### config.mk
export PLATFORM = sky130hd
export DESIGN_NAME = regs_fwd_scoreboard
export DESIGN_NICKNAME = d
export VERILOG_FILES = /design/src/rtl/regs_fwd_scoreboard.sv
export SDC_FILE = /design/constraint.sdc
export NUM_CORES = 1
export LEC_CHECK = 0
export BUFFER_PORTS_ARGS = -buffer_cell sky130_fd_sc_hd__buf_2
export CORE_ASPECT_RATIO = 0.75
export CORE_MARGIN = 5
export CORE_UTILIZATION = 25
export CTS_CLUSTER_DIAMETER = 150
export DETAILED_ROUTE_END_ITERATION = 10
export PLACE_DENSITY = 0.49
export SLEW_MARGIN = 15
export SYNTH_ARGS = -nofsm -noshare
export SYNTH_HDL_FRONTEND = slang
export SYNTH_SLANG_ARGS = --single-unit
### constraint.sdc
create_clock -name clk -period 7.95 [get_ports clk]
set_input_delay 0.795 -clock clk [delete_from_list [all_inputs] [get_ports clk]]
set_output_delay 0.795 -clock clk [all_outputs]
set_load 0.01 [all_outputs]
### src/rtl/regs_fwd_scoreboard.sv
// Operand forwarding with youngest-match priority, plus a per-register
// pending-write scoreboard for long-latency producers.
// Operands resolve in the same cycle. The scoreboard updates on each clock edge.
module regs_fwd_scoreboard #(
  parameter int unsigned READ_PORTS  = 4,
  parameter int unsigned WRITE_PORTS = 2,
  parameter int unsigned STAGES      = 3,
  parameter int unsigned REG_NUM     = 32,
  parameter int unsigned CNT_WIDTH   = 2
) (
  input  logic                                          clk,
  input  logic                                          rst_n,
  input  logic [READ_PORTS*$clog2(REG_NUM)-1:0]         raddr_i,
  input  logic [READ_PORTS*32-1:0]                      rddata_i,
  input  logic [STAGES*WRITE_PORTS-1:0]                 fwd_we_i,
  input  logic [STAGES*WRITE_PORTS*$clog2(REG_NUM)-1:0] fwd_waddr_i,
  input  logic [STAGES*WRITE_PORTS*32-1:0]              fwd_wrdata_i,
  input  logic [STAGES*WRITE_PORTS-1:0]                 fwd_ready_i,
  input  logic [WRITE_PORTS-1:0]                        issue_we_i,
  input  logic [WRITE_PORTS*$clog2(REG_NUM)-1:0]        issue_waddr_i,
  input  logic [WRITE_PORTS-1:0]                        retire_we_i,
  input  logic [WRITE_PORTS*$clog2(REG_NUM)-1:0]        retire_waddr_i,
  input  logic                                          flush_i,
  output logic [READ_PORTS*32-1:0]                      rddata_o,
  output logic                                          stall_o,
  output logic                                          issue_ready_o,
  output logic                                          err_o,
  output logic [31:0]                                   stall_cnt_o
);

  localparam int unsigned AW = $clog2(REG_NUM);
  // Sum width: a full counter plus one increment per lane, with headroom.
  localparam int unsigned SW = CNT_WIDTH + $clog2(WRITE_PORTS + 1) + 1;
  localparam logic [SW-1:0] CNT_MAX = SW'((32'd1 << CNT_WIDTH) - 32'd1);

  logic [CNT_WIDTH-1:0] pending_q [REG_NUM];
  logic [CNT_WIDTH-1:0] pending_d [REG_NUM];
  logic [SW-1:0]        inc_cnt   [REG_NUM];
  logic [SW-1:0]        ret_cnt   [REG_NUM];
  logic [SW-1:0]        post_ret  [REG_NUM];
  logic                 issue_ok;
  logic                 err_set;
  logic [READ_PORTS-1:0] fwd_wait;
  logic [READ_PORTS-1:0] pend_hit;
  logic                 err_q;
  logic [31:0]          stall_cnt_q;

  // Flat lane index of write port w in stage s.
  function automatic int unsigned lane_idx(input int unsigned s, input int unsigned w);
    return s * WRITE_PORTS + w;
  endfunction

  // Operand mux: scan oldest to youngest so the last match (youngest stage,
  // highest write port) wins, and its ready bit alone decides the hazard.
  always_comb begin
    rddata_o = '0;
    fwd_wait = '0;
    pend_hit = '0;
    for (int unsigned p = 0; p < READ_PORTS; p++) begin
      rddata_o[p*32 +: 32] = rddata_i[p*32 +: 32];
      for (int unsigned k = 0; k < STAGES; k++) begin
        for (int unsigned w = 0; w < WRITE_PORTS; w++) begin
          if (fwd_we_i[lane_idx(STAGES - 1 - k, w)] &&
              (fwd_waddr_i[lane_idx(STAGES - 1 - k, w)*AW +: AW] == raddr_i[p*AW +: AW])) begin
            rddata_o[p*32 +: 32] = fwd_wrdata_i[lane_idx(STAGES - 1 - k, w)*32 +: 32];
            fwd_wait[p]          = ~fwd_ready_i[lane_idx(STAGES - 1 - k, w)];
          end
        end
      end
      if (raddr_i[p*AW +: AW] == '0) begin
        rddata_o[p*32 +: 32] = '0;
        fwd_wait[p]          = 1'b0;
      end else begin
        pend_hit[p] = (pending_q[raddr_i[p*AW +: AW]] != '0);
      end
    end
  end

  // Stall is suppressed while reset is held so issue logic sees a clean pipe.
  always_comb begin
    stall_o = rst_n & ((|fwd_wait) | (|pend_hit));
  end

  // Per-register lane counts, post-retire occupancy and the all-or-nothing issue check.
  always_comb begin
    issue_ok = 1'b1;
    err_set  = 1'b0;
    for (int unsigned r = 0; r < REG_NUM; r++) begin
      inc_cnt[r]  = '0;
      ret_cnt[r]  = '0;
      post_ret[r] = '0;
      for (int unsigned w = 0; w < WRITE_PORTS; w++) begin
        if (issue_we_i[w] && (issue_waddr_i[w*AW +: AW] == AW'(r))) begin
          inc_cnt[r] = inc_cnt[r] + SW'(1);
        end
        if (retire_we_i[w] && (retire_waddr_i[w*AW +: AW] == AW'(r))) begin
          ret_cnt[r] = ret_cnt[r] + SW'(1);
        end
      end
      if (r == 0) begin
        inc_cnt[r] = '0;
        ret_cnt[r] = '0;
      end
      if (ret_cnt[r] > SW'(pending_q[r])) begin
        // Retire without a matching issue: clamp at zero and flag it.
        post_ret[r] = '0;
        err_set     = 1'b1;
      end else begin
        post_ret[r] = SW'(pending_q[r]) - ret_cnt[r];
      end
      if ((post_ret[r] + inc_cnt[r]) > CNT_MAX) begin
        issue_ok = 1'b0;
      end
    end
  end

  // Next pending counts; flush drops every in-flight entry and this cycle's traffic.
  always_comb begin
    for (int unsigned r = 0; r < REG_NUM; r++) begin
      pending_d[r] = pending_q[r];
      if (flush_i || (r == 0)) begin
        pending_d[r] = '0;
      end else if (issue_ok) begin
        pending_d[r] = CNT_WIDTH'(post_ret[r] + inc_cnt[r]);
      end else begin
        pending_d[r] = CNT_WIDTH'(post_ret[r]);
      end
    end
  end

  // Issue acceptance is reported as always-ready while reset is held.
  always_comb begin
    issue_ready_o = ~rst_n | issue_ok;
  end

  // Scoreboard state.
  always_ff @(posedge clk or negedge rst_n) begin
    if (!rst_n) begin
      for (int unsigned r = 0; r < REG_NUM; r++) begin
        pending_q[r] <= '0;
      end
    end else begin
      for (int unsigned r = 0; r < REG_NUM; r++) begin
        pending_q[r] <= pending_d[r];
      end
    end
  end

  // Sticky underflow flag and the free-running stall-cycle counter.
  always_ff @(posedge clk or negedge rst_n) begin
    if (!rst_n) begin
      err_q       <= 1'b0;
      stall_cnt_q <= '0;
    end else begin
      err_q <= err_q | (err_set & ~flush_i);
      if (stall_o) begin
        stall_cnt_q <= stall_cnt_q + 32'd1;
      end
    end
  end

  assign err_o       = err_q;
  assign stall_cnt_o = stall_cnt_q;

endmodule

==> metrics.txt <==
outcome=finished clean; minimum clock period=5850 ps; combinational share of power=54.8%; vias in the first global route=21100; flop2flop setup slack=3330 ps; multi-input logic area=0.0153 mm^2; # H-tree levels=3; Synthesized Nets=3337; crit path max fanout=24; Area contributors post-synth=a211oi_1 13%, dfrtp_1 12%, nor2_1 11%; Worst-path clk slew=90 ps; fin. max-slew vios=0; Layout fillers=8476; crit-path max cell delay=690 ps; WL per Instance=29.7 um; Hold-fix buffers, CTS=0; Die H=250 um; Post-synth EDFFs=0; WL final=125 mm; final hold slack=374 ps; Remaining Overflow, GRT=0; Starting Density=25.4%; vias per cell=5.58; first-pass GRT wire length=170 mm; clk buf depth=2; Initial DRT Pass Iterations=6; ys flop type=dfrtp_1; Internal=0.00116 W; final setup margin=2100 ps; # rows=87; detailed router's first-iteration violation count=3416; Reg power frac=24.3%; Rel. slew slack=16.7%; area grow syn2layout=21.1%; Crit Path Class=in2out; area of the die=0.0823 mm^2; peak supply drop=0.112 mV; Most common cell on crit path=ha_1; number of top-level pins=572; TritonCTS clock tree=done; Worst Setup End Kind=primary output; largest net degree at the start of global routing=67; non-filler instance count after layout=4203; met2 wire length=46.5 mm; CP max-delay cell=or4b_2; critical path arrival=5060 ps; Core Box Area=0.0755 mm^2; TritonCTS Buffers=9; wl on met1=60.0 mm; critical-path cell list=buf_2 > nand2b_1 > nor2_1 > ha_1 > ha_1 > inv_1 > fa_1 > nor2b_1 > ha_1 > fa_1 > or4b_2 > nor4_1 > nand2_2 > buf_4 > nand2_1 > buf_2; skew final=20.0 ps; input/output buffers=571; Req. time, crit path=7150 ps; cell accounting for the most synthesized area=a211oi_1; clock share of power=20.9%; Avg Synthesized Cell Area=6.99 um^2; highest routed layer=met5; PwrDens=97.0 mW/mm^2; reg2reg end=pending_q[2]; Root Buffer=clkbuf_16; register area share after synthesis=12.4%; ys async rst share=100%; routed vias=23500; WL met3=15.8 mm; crit path from=retire_waddr_i[8]; r2r worst-path depth=14; Setup-failing EPs final=0; CTS resizes=0; Hold Vio Cnt, Final=0; CP Launch Type=input port; switching power=0.00109 W; Die W=330 um; unique cell type count in the Yosys netlist=58; FF+latch area=0.00238 mm^2; most frequent cells after synthesis=553 x nor2_1, 332 x a211oi_1, 301 x a21oi_1; Leak Pwr=9.92 nW; most frequent cell after synthesis=nor2_1; placed cells=4147; Post-Synthesis Cells=2741; worst slack at placement=2160 ps; Highest Clock Rate=171 MHz; # DRC=0; clock tree sinks=95; Post-DP HPWL=102 mm; synthesized area=0.0192 mm^2; Yosys reg bits=95; post-CTS setup buffer count=0; setup TNS=0 ps; share of layout cells above drive strength 1=22.4%; switching share of power=48.4%; Post-DRT Antenna Nets=0; worst reg2reg startpoint=pending_q[54]; actual slew at the worst max-slew pin=1250 ps; Tcrit/Tclk final=73.6%; Clock Latency Late Sink=400 ps; YS warnings=0; Final GP Congestion=1.07; post-synth top area share=13.0%; initial antenna violation count=58; fin nets=3731; HP Class=in2async; RSZ-0062 raised after global routing=no; Util after Layout=30.7%; total track usage=28.9%; # Max-Cap Violations=0
power by group through the flow:
stage	Clock (W)	Combinational, W	Sequential, W
after floorplan	0	0.000569	0.000555
after CTS	0.000487	0.00119	0.000547
final	0.000471	0.00123	0.000546
after global placement	0	0.00119	0.000556
after global routing	0.000504	0.00129	0.000552
after detailed placement	0	0.00118	0.000557
layout by cell type (no fill, tap or decap), types with 32 or more instances in the layout:
| master | Yosys | routed |
|---|---|---|
| buf_2 | 40 | 570 |
| nor2_1 | 553 | 548 |
| a211oi_1 | 332 | 332 |
| a21oi_1 | 301 | 301 |
| inv_1 | 156 | 156 |
| nand2_1 | 134 | 133 |
| mux2i_1 | 130 | 130 |
| ha_1 | 125 | 125 |
| xor2_1 | 114 | 114 |
| dfrtp_1 | 95 | 95 |
| nor3_1 | 92 | 92 |
| o21ai_0 | 71 | 71 |
| fa_1 | 62 | 62 |
| nor2b_1 | 46 | 46 |
| buf_4 | 1 | 45 |
| diode_2 | 0 | 40 |
| xnor2_1 | 37 | 37 |
| nand3_1 | 47 | 35 |
| nor4_1 | 32 | 32 |
flip-flops by register name (all words and copies together), names as in the netlist:
| signal | cells |
|---|---|
| err_o | 1 |
| pending_q | 62 |
| stall_cnt_o | 32 |
logic make-up after synthesis:
group           after synthesis  share of synthesized area, %
fa+ha+maj                   187                          14.6
mux                         156                          9.56
simple gates                999                          23.3
compound gates              762                          25.1
flops                        95                          12.4
xor+xnor                    151                          6.91
buf+inv                     391                          8.12
stage by stage:
step,area (um^2),total power [W]
floorplan,19200,0.00112
global placement,22800,0.00174
detailed placement,22800,0.00174
CTS,23100,0.00222
global route,23200,0.00235
finish,23200,0.00225
routing by layer:
| layer | GRT usage [%] | vias up |
|---|---|---|
| li1 | - | 10600 |
| met1 | 46.1 | 11200 |
| met2 | 36.2 | 1496 |
| met3 | 9.66 | 164 |
| met4 | 6.01 | 20 |
| met5 | 0 | - |
area by class of cell:
type / instances / share of cell area, %
diodes: 40 / 0.432
clock buffers: 10 / 1.03
clock inverters: 6 / 0.275
inverters: 158 / 2.57
multi-input cells: 2255 / 66.1
flip-flops and latches: 95 / 10.3
well taps: 1023 / 5.52
repair buffers: 616 / 13.8
critical path, delay by kind of cell:
kind | cells | cell delay [ps]
simple gates | 7 | 2230
fa+ha+maj | 5 | 1390
buf+inv | 4 | 630
worst max path at each step:
| stage | to |
|---|---|
| 6_report | issue_ready_o |
| 5_1_grt | issue_ready_o |
| 4_1_cts | issue_ready_o |
| 3_5_place_dp | issue_ready_o |
| 3_3_place_gp | issue_ready_o |
| 2_1_floorplan | issue_ready_o |
No activity file was read; power rests on OpenSTA's default activity.
